[config.mk]
export PLATFORM = sky130hd
export DESIGN_NAME = time_set_ctrl
export DESIGN_NICKNAME = d
export VERILOG_FILES = /design/src/rtl/time_set_ctrl.sv
export SDC_FILE = /design/constraint.sdc
export NUM_CORES = 1
export LEC_CHECK = 0
export CAP_MARGIN = 20
export CORE_MARGIN = 2
export CORE_UTILIZATION = 40
export CTS_CLUSTER_SIZE = 16
export DETAILED_ROUTE_END_ITERATION = 10
export PLACE_DENSITY = 0.72
export SYNTH_ARGS = -nofsm -noshare
export SYNTH_HDL_FRONTEND = slang
export SYNTH_SLANG_ARGS = --single-unit
[constraint.sdc]
create_clock -name clk -period 3.7 [get_ports clk]
set_input_delay 0.37 -clock clk [delete_from_list [all_inputs] [get_ports clk]]
set_output_delay 0.37 -clock clk [all_outputs]
set_load 0.05 [all_outputs]
[src/rtl/time_set_ctrl.sv]
// time_set_ctrl: run/set sequencer for the clock's BCD time counters.
// Produces wrapped BCD load values for the selected field, and a blink mask for it.
`default_nettype none

module time_set_ctrl #(
  parameter int unsigned TIMEOUT_S = 10
) (
  input  logic        clk,
  input  logic        rstn,
  input  logic        tick_1s,
  input  logic        btn_mode,
  input  logic        btn_up,
  input  logic        btn_down,
  input  logic [23:0] time_in,
  output logic        hold,
  output logic        load,
  output logic [23:0] load_val,
  output logic [7:0]  blank_mask,
  output logic [1:0]  mode
);

  typedef enum logic [1:0] {
    RUN      = 2'b00,
    SET_HOUR = 2'b01,
    SET_MIN  = 2'b10,
    SET_SEC  = 2'b11
  } state_t;

  localparam logic [7:0] TMO_LIMIT = 8'(TIMEOUT_S);

  state_t      state_q, state_d;
  logic [7:0]  tmo_q, tmo_d;
  logic        blink_q, blink_d;
  logic        load_q, load_d;
  logic [23:0] load_val_q, load_val_d;
  logic        hold_q, hold_d;
  logic [7:0]  mask_q, mask_d;
  logic [7:0]  fld_cur, fld_max, fld_new;

  // Out-of-range or non-BCD input snaps to 00 (up) or the field maximum (down).
  function automatic logic [7:0] bcd_step(input logic [7:0] f, input logic [7:0] fmax,
                                          input logic up);
    logic [7:0] r;
    if (f[3:0] > 4'd9 || f > fmax) begin
      r = up ? 8'h00 : fmax;
    end else if (up) begin
      if (f == fmax)            r = 8'h00;
      else if (f[3:0] == 4'd9)  r = {f[7:4] + 4'd1, 4'd0};
      else                      r = {f[7:4], f[3:0] + 4'd1};
    end else begin
      if (f == 8'h00)           r = fmax;
      else if (f[3:0] == 4'd0)  r = {f[7:4] - 4'd1, 4'd9};
      else                      r = {f[7:4], f[3:0] - 4'd1};
    end
    return r;
  endfunction

  always_comb begin
    fld_cur = time_in[7:0];
    fld_max = 8'h59;
    case (state_q)
      SET_HOUR: begin fld_cur = time_in[23:16]; fld_max = 8'h23; end
      SET_MIN:  fld_cur = time_in[15:8];
      default:  fld_cur = time_in[7:0];
    endcase
    fld_new = bcd_step(fld_cur, fld_max, btn_up);
  end

  always_comb begin
    state_d    = state_q;
    tmo_d      = tmo_q;
    blink_d    = blink_q;
    load_d     = 1'b0;
    load_val_d = load_val_q;
    if (btn_mode) begin
      state_d = state_t'(state_q + 2'd1);
      tmo_d   = 8'd0;
      blink_d = 1'b0;
    end else if (state_q != RUN) begin
      if (btn_up ^ btn_down) begin
        load_d  = 1'b1;
        tmo_d   = 8'd0;
        blink_d = 1'b0;
        case (state_q)
          SET_HOUR: load_val_d = {fld_new, time_in[15:0]};
          SET_MIN:  load_val_d = {time_in[23:16], fld_new, time_in[7:0]};
          default:  load_val_d = {time_in[23:8], fld_new};
        endcase
      end else if (tick_1s) begin
        if (tmo_q + 8'd1 == TMO_LIMIT) begin
          state_d = RUN;
          tmo_d   = 8'd0;
          blink_d = 1'b0;
        end else begin
          tmo_d   = tmo_q + 8'd1;
          blink_d = ~blink_q;
        end
      end
    end
    hold_d = (state_d != RUN);
    mask_d = 8'h00;
    if (blink_d) begin
      case (state_d)
        SET_HOUR: mask_d = 8'hC0;
        SET_MIN:  mask_d = 8'h18;
        SET_SEC:  mask_d = 8'h03;
        default:  mask_d = 8'h00;
      endcase
    end
  end

  always_ff @(posedge clk or negedge rstn) begin
    if (!rstn) begin
      state_q    <= RUN;
      tmo_q      <= 8'd0;
      blink_q    <= 1'b0;
      load_q     <= 1'b0;
      load_val_q <= 24'd0;
      hold_q     <= 1'b0;
      mask_q     <= 8'd0;
    end else begin
      state_q    <= state_d;
      tmo_q      <= tmo_d;
      blink_q    <= blink_d;
      load_q     <= load_d;
      load_val_q <= load_val_d;
      hold_q     <= hold_d;
      mask_q     <= mask_d;
    end
  end

  assign mode       = state_q;
  assign hold       = hold_q;
  assign load       = load_q;
  assign load_val   = load_val_q;
  assign blank_mask = mask_q;

endmodule

`default_nettype wire
## Yosys cells after proc, flatten, opt, wreduce, memory -nomap -nowiden

Cells that the tools add are included.
W data, S select, Z words.

- Logic and storage cells: 65
- Output and inout port bits: 36
- Input port bits: 30
- Register bits: 45

- $add $sub $neg: 6
- Bitwise operators: 3
- Muxes and demuxes: 30
- Reduce and logical (&&, ||, !) cells: 9
- Equality and inequality tests: 8
- Order comparisons: 2

Operators with widths:

| operator | number |
|---|---|
| $mux W8 | 13 |
| $pmux W24 S2 | 1 |
| $pmux W8 S3 | 1 |
| $pmux W8 S2 | 1 |
| $mux W2 | 5 |
| $add A4 B1 Y4 const B | 2 |
| $add A8 B1 Y8 const B | 1 |
| $eq A8 B4 Y1 const B | 1 |
| $eq A8 B8 Y1 | 1 |
| $gt A8 B8 Y1 | 1 |
| $logic_not A8 Y1 | 1 |
| $mux W1 | 8 |
| $sub A4 B1 Y4 const B | 2 |
| $mux W7 | 1 |
| $eq A2 B2 Y1 const B | 3 |
| $reduce_bool A2 Y1 | 3 |
| $eq A2 B1 Y1 const B | 2 |
| $eq A4 B4 Y1 const B | 1 |
| $gt A4 B4 Y1 const B | 1 |
| $logic_not A4 Y1 | 1 |
| $reduce_and A3 Y1 | 1 |
| $reduce_bool A3 Y1 | 1 |
| $add A2 B1 Y2 const B | 1 |
| $not A1 Y1 | 2 |
| other kinds (3) | 3 |

## Logic depth before layout (Yosys ltp)

- Depth in word-level cells: 10
- Gate-level depth with buffers: 15
- Depth with buffers taken out: 13

## Least setup slack after synthesis

OpenSTA, ideal clock, no wires.

- Path type: reg2reg
- From: register state_q[0], in the netlist mode[0]
- To: register load_val_q[12], in the netlist load_val[12]
- Path buffers: 2
- Clock period less this slack: 3.797 ns
- Data arrival time: 3.671 ns
- Setup slack: -0.097 ns
- Cell stages (with the launch flop): 15
- Cell sequence: dfrtp_1 > inv_1 > ha_1 > buf_6 > buf_4 > nor2_1 > a21oi_1 > ha_1 > and4_1 > o31a_1 > a211oi_2 > o21ai_1 > and2_1 > a311o_1 > a221o_1

- Longest elaborated chain between the ends: 8

RTL lines:

| what | RTL line | RTL |
|---|---|---|
| from (decl) | 31 | `state_t state_q, state_d;` |
| from (signal assigned) | 122 | `state_q <= state_d;` |
| $eq A2 B2 Y1 or $eq A2 B1 Y1 (tied branches) | 61, 84 |  |
| $pmux W8 S2 | 61 | `case (state_q)` |
| $sub A4 B1 Y4 (tied with other cells) | 52 | `else if (f[3:0] == 4'd0) r = {f[7:4] - 4'd1, 4'd9};` |
| $mux W8, on equally long branches | 52, 48 |  |
| $mux W8, on equally long branches | 51, 47 |  |
| $mux W8 | 46 | `end else if (up) begin` |
| $mux W8 | 44 | `if (f[3:0] > 4'd9 \|\| f > fmax) begin` |
| $pmux W24 S2 | 84 | `case (state_q)` |
| to (signal assigned) | 126 | `load_val_q <= load_val_d;` |
| to (decl) | 35 | `logic [23:0] load_val_q, load_val_d;` |

Several ways; a longest one is shown, not always the timed one.
A chain may end at the register's enable or synchronous reset.

## Worst setup path after layout

Same ends and word-level chain as after synthesis.

==> flow_summary.yaml <==
status:
  status: "finished clean"
final_layout:
  fin_util_pct: 53.0
  final_cells: 522
  synthToLayoutAreaGrowth_pct: 30.4
  n_antenna_cell: 0
  nets: 464
  drive_above_1_share_pct: 10.6
routing:
  drtIter0Drc: 286
  antenna_left: 0
  remaining_drc_errors: 0
  wire_per_inst_um: 17.7
  vias_per_cell: 5.82
  vias: 3038
  routed_wl_um: 9220
  firstDrtPassIters: 5
synthesis:
  synth.yosys.seq_area_share_pct: 34.5
  netlist_area_mm2: 0.00290
  synth_cell_types: 60
  ys_warn_count: 0
  synth_ff_type: "dfrtp_1"
  netlist_instances: 351
  synth_seq_cells: 40
  synth-edff-count: 0
  ys_async_sr_fraction_pct: 100
  syn_area_per_cell_um2: 8.27
clock_tree:
  post-cts-setup-buffers: 0
  holdBufCountCts: 0
  clockRootBuffer: "clkbuf_8"
  clk_path_buf_depth: 2
  cts_made_buffers: 5
  insertion_delay_ns: 0.29
  cts_tree: "done"
  cts.clk_slew.worst_paths_ns: 0.08
  htreeDepth: 2
  cts.sinks: 40
timing:
  timing.fmax_mhz: 287
  finalCritPeriodShare_pct: 94.2
  slew_violations: 0
  finalCriticalPeriod_ns: 3.48
  setup_tns_ns: 0
  clock-skew-final_ns: 0.00588
  grt_setup_unrepaired: "false"
  relSlewSlack_pct: 40.5
  hold_viol_final: 0
  worst_pin_slew_ns: 0.893
  setup_viol: 0
worst_setup_path:
  critPathMaxFanout: 16
  slowest_delay_ns: 0.49
  critPathSlowestCell: "ha_1"
  crit_required_ns: 3.87
  crit_chain: "inv_1 -> ha_1 -> nor2_1 -> a21oi_2 -> ha_1 -> and4_1 -> o2111ai_1 -> nor3_2 -> o21ai_1 -> buf_4 -> and2_1 -> a311o_1 -> a221o_1"
  rrSetupSlack_ns: 0.22
  cp_top_family: "compound AO/OA/AOI/OAI gates"
  r2r-end: "load_val[12]$_DFFE_PN0P_"
  cp-start-kind: "register"
  rr_startpoint: "mode[0]$_DFF_PN0_"
  end_kind: "register"
  cp_common_cell: "ha_1"
  cp_num_cells: 13
  arrival_ns: 3.66
  crit_type: "register to register"
  rr_worst_depth: 13
  crit_buf_inv: 2
power:
  irDropWorstVdd_mv: 0.334
  power_density_mw_per_mm2: 787
  p_leak_nw: 1.58
global_routing:
  antenna_found_initial: 0
  grt-ovfl-total: 0
  grt_pass1_wl_um: 14500
  grt_pass1_vias: 2858
  grt_max_degree: 41
  grt_usage_pct: 23.8
floorplan:
  die_x_um: 89.2
  start_util_pct: 40.7
  rows: 31
  ioPinCount: 66
  dieHeight_um: 89.2
  core_mm2: 0.00714
  die-area_mm2: 0.00795
placement:
  port-buffer-count: 63
  dp_cells: 514
  gp_congestion: 0.949
  hpwlAfterDp_um: 7150
worst_hold_path:
  hold_class: "primary input to asynchronous set/reset pin"
job:
  maxCapViolations: 0
[metrics by stage]
stage	setup WS (ns)	instance area, um2	power, mW	hold WS [ns]
global placement	0.363	3690	2.64	0.480
global route	0.0204	3780	3.16	0.273
detailed placement	0.259	3690	2.65	0.486
finish	0.216	3780	2.98	0.201
CTS	0.208	3780	2.97	0.228
floorplan	0.0678	2910	1.97	0.0744
[repair_timing]
action                                  4_1_cts  5_1_grt
endpoints found under the hold margin         0        0
gates resized for setup                       0        1
endpoints found under the setup margin        0        3
[per-layer routing]
metal / routed length, um / vias to the layer above / global-route usage, % / share of wire, %
met5: 0 / - / 0 / 0
met1: 4040 / 1422 / 31.9 / 44
li1: - / 1441 / - / -
met3: 685 / 13 / 3.32 / 7.4
met4: 182 / 0 / 6.92 / 2.0
met2: 4310 / 162 / 39.9 / 47
[registers in the layout, summed over array words and instances (netlist names)]
register	cells
load_val	24
mode	2
load	1
hold	1
blink_q	1
tmo_q	8
blank_mask	3
[layout by cell type (no fill, tap or decap), drive strengths merged, types with 3 or more instances in the layout]
master / instances
o31ai: 8
or3: 5
o22ai: 6
clkbuf: 7
nor4: 4
dfrtp: 40
ha: 12
a31oi: 7
and3: 12
buf: 22
inv: 15
o21ai: 30
nand2: 25
nand2b: 3
a21oi: 41
xnor2: 4
a21o: 4
nor2: 42
nand4: 6
a32oi: 3
nor3: 4
mux2i: 5
a41oi: 3
nand3: 7
a22oi: 8
xor2: 4
clkdlybuf4s50: 62
[Yosys cell counts (2+ instances only)]
master | number | share of area (%)
a21o_1 | 3 | 0.78
a21oi_1 | 39 | 6.7
a21oi_2 | 2 | 0.60
a221o_1 | 2 | 0.69
a22oi_1 | 8 | 2.1
a31oi_1 | 7 | 1.5
a32oi_1 | 3 | 0.91
a41oi_1 | 3 | 0.91
and2_1 | 2 | 0.43
and3_1 | 12 | 2.6
and3b_1 | 2 | 0.60
buf_2 | 4 | 0.69
buf_4 | 7 | 1.8
buf_6 | 2 | 0.78
clkbuf_1 | 8 | 1.0
dfrtp_1 | 40 | 34
ha_1 | 12 | 5.2
inv_1 | 13 | 1.7
mux2_2 | 2 | 0.78
mux2i_1 | 5 | 1.7
nand2_1 | 25 | 3.2
nand2b_1 | 3 | 0.65
nand3_1 | 7 | 1.2
nand3b_1 | 2 | 0.52
nand4_1 | 6 | 1.3
nor2_1 | 42 | 5.4
nor3_1 | 3 | 0.52
nor4_1 | 2 | 0.43
nor4_4 | 2 | 1.5
o2111ai_1 | 2 | 0.60
o21ai_0 | 29 | 5.0
o22ai_1 | 6 | 1.3
o31ai_1 | 8 | 2.1
or2_2 | 2 | 0.43
or3_1 | 5 | 1.1
xnor2_1 | 4 | 1.2
xor2_1 | 4 | 1.2
[where the power goes]
| part | internal [mW] | total (mW) | switching [mW] |
|---|---|---|---|
| clock | 0.152 | 0.307 | 0.156 |
| sequential | 0.568 | 0.651 | 0.0825 |
| combinational | 0.705 | 2.02 | 1.32 |
| total | 1.42 | 2.98 | 1.56 |
[area by class of cell]
class | instances | area [um2]
fill | 694 | 3350
tap | 99 | 124
sequential | 40 | 1000
clock buffer | 7 | 86.3
timing repair buffer | 84 | 783
inverter | 15 | 58.8
multi-input combinational | 276 | 1720
clock inverter | 1 | 7.51
[worst max path at each step]
stage | start | end | slack, ns
final | mode[0]$_DFF_PN0_ | load_val[12]$_DFFE_PN0P_ | 0.22
after global routing | mode[0]$_DFF_PN0_ | load_val[12]$_DFFE_PN0P_ | 0.02
after detailed placement | mode[0]$_DFF_PN0_ | load_val[13]$_DFFE_PN0P_ | 0.26
after floorplan | mode[0]$_DFF_PN0_ | load_val[12]$_DFFE_PN0P_ | 0.07
after global placement | mode[0]$_DFF_PN0_ | load_val[4]$_DFFE_PN0P_ | 0.36
after CTS | mode[0]$_DFF_PN0_ | load_val[13]$_DFFE_PN0P_ | 0.21
[cells by family after synthesis]
kind of cell | synth area share, %
compound gates | 27.4
simple gates | 21.6
flops | 34.5
buf+inv | 6.34
fa+ha+maj | 5.17
xor+xnor | 2.41
mux | 2.50
other cells | 0.129
Note: power is estimated with default switching activity, not from simulation.
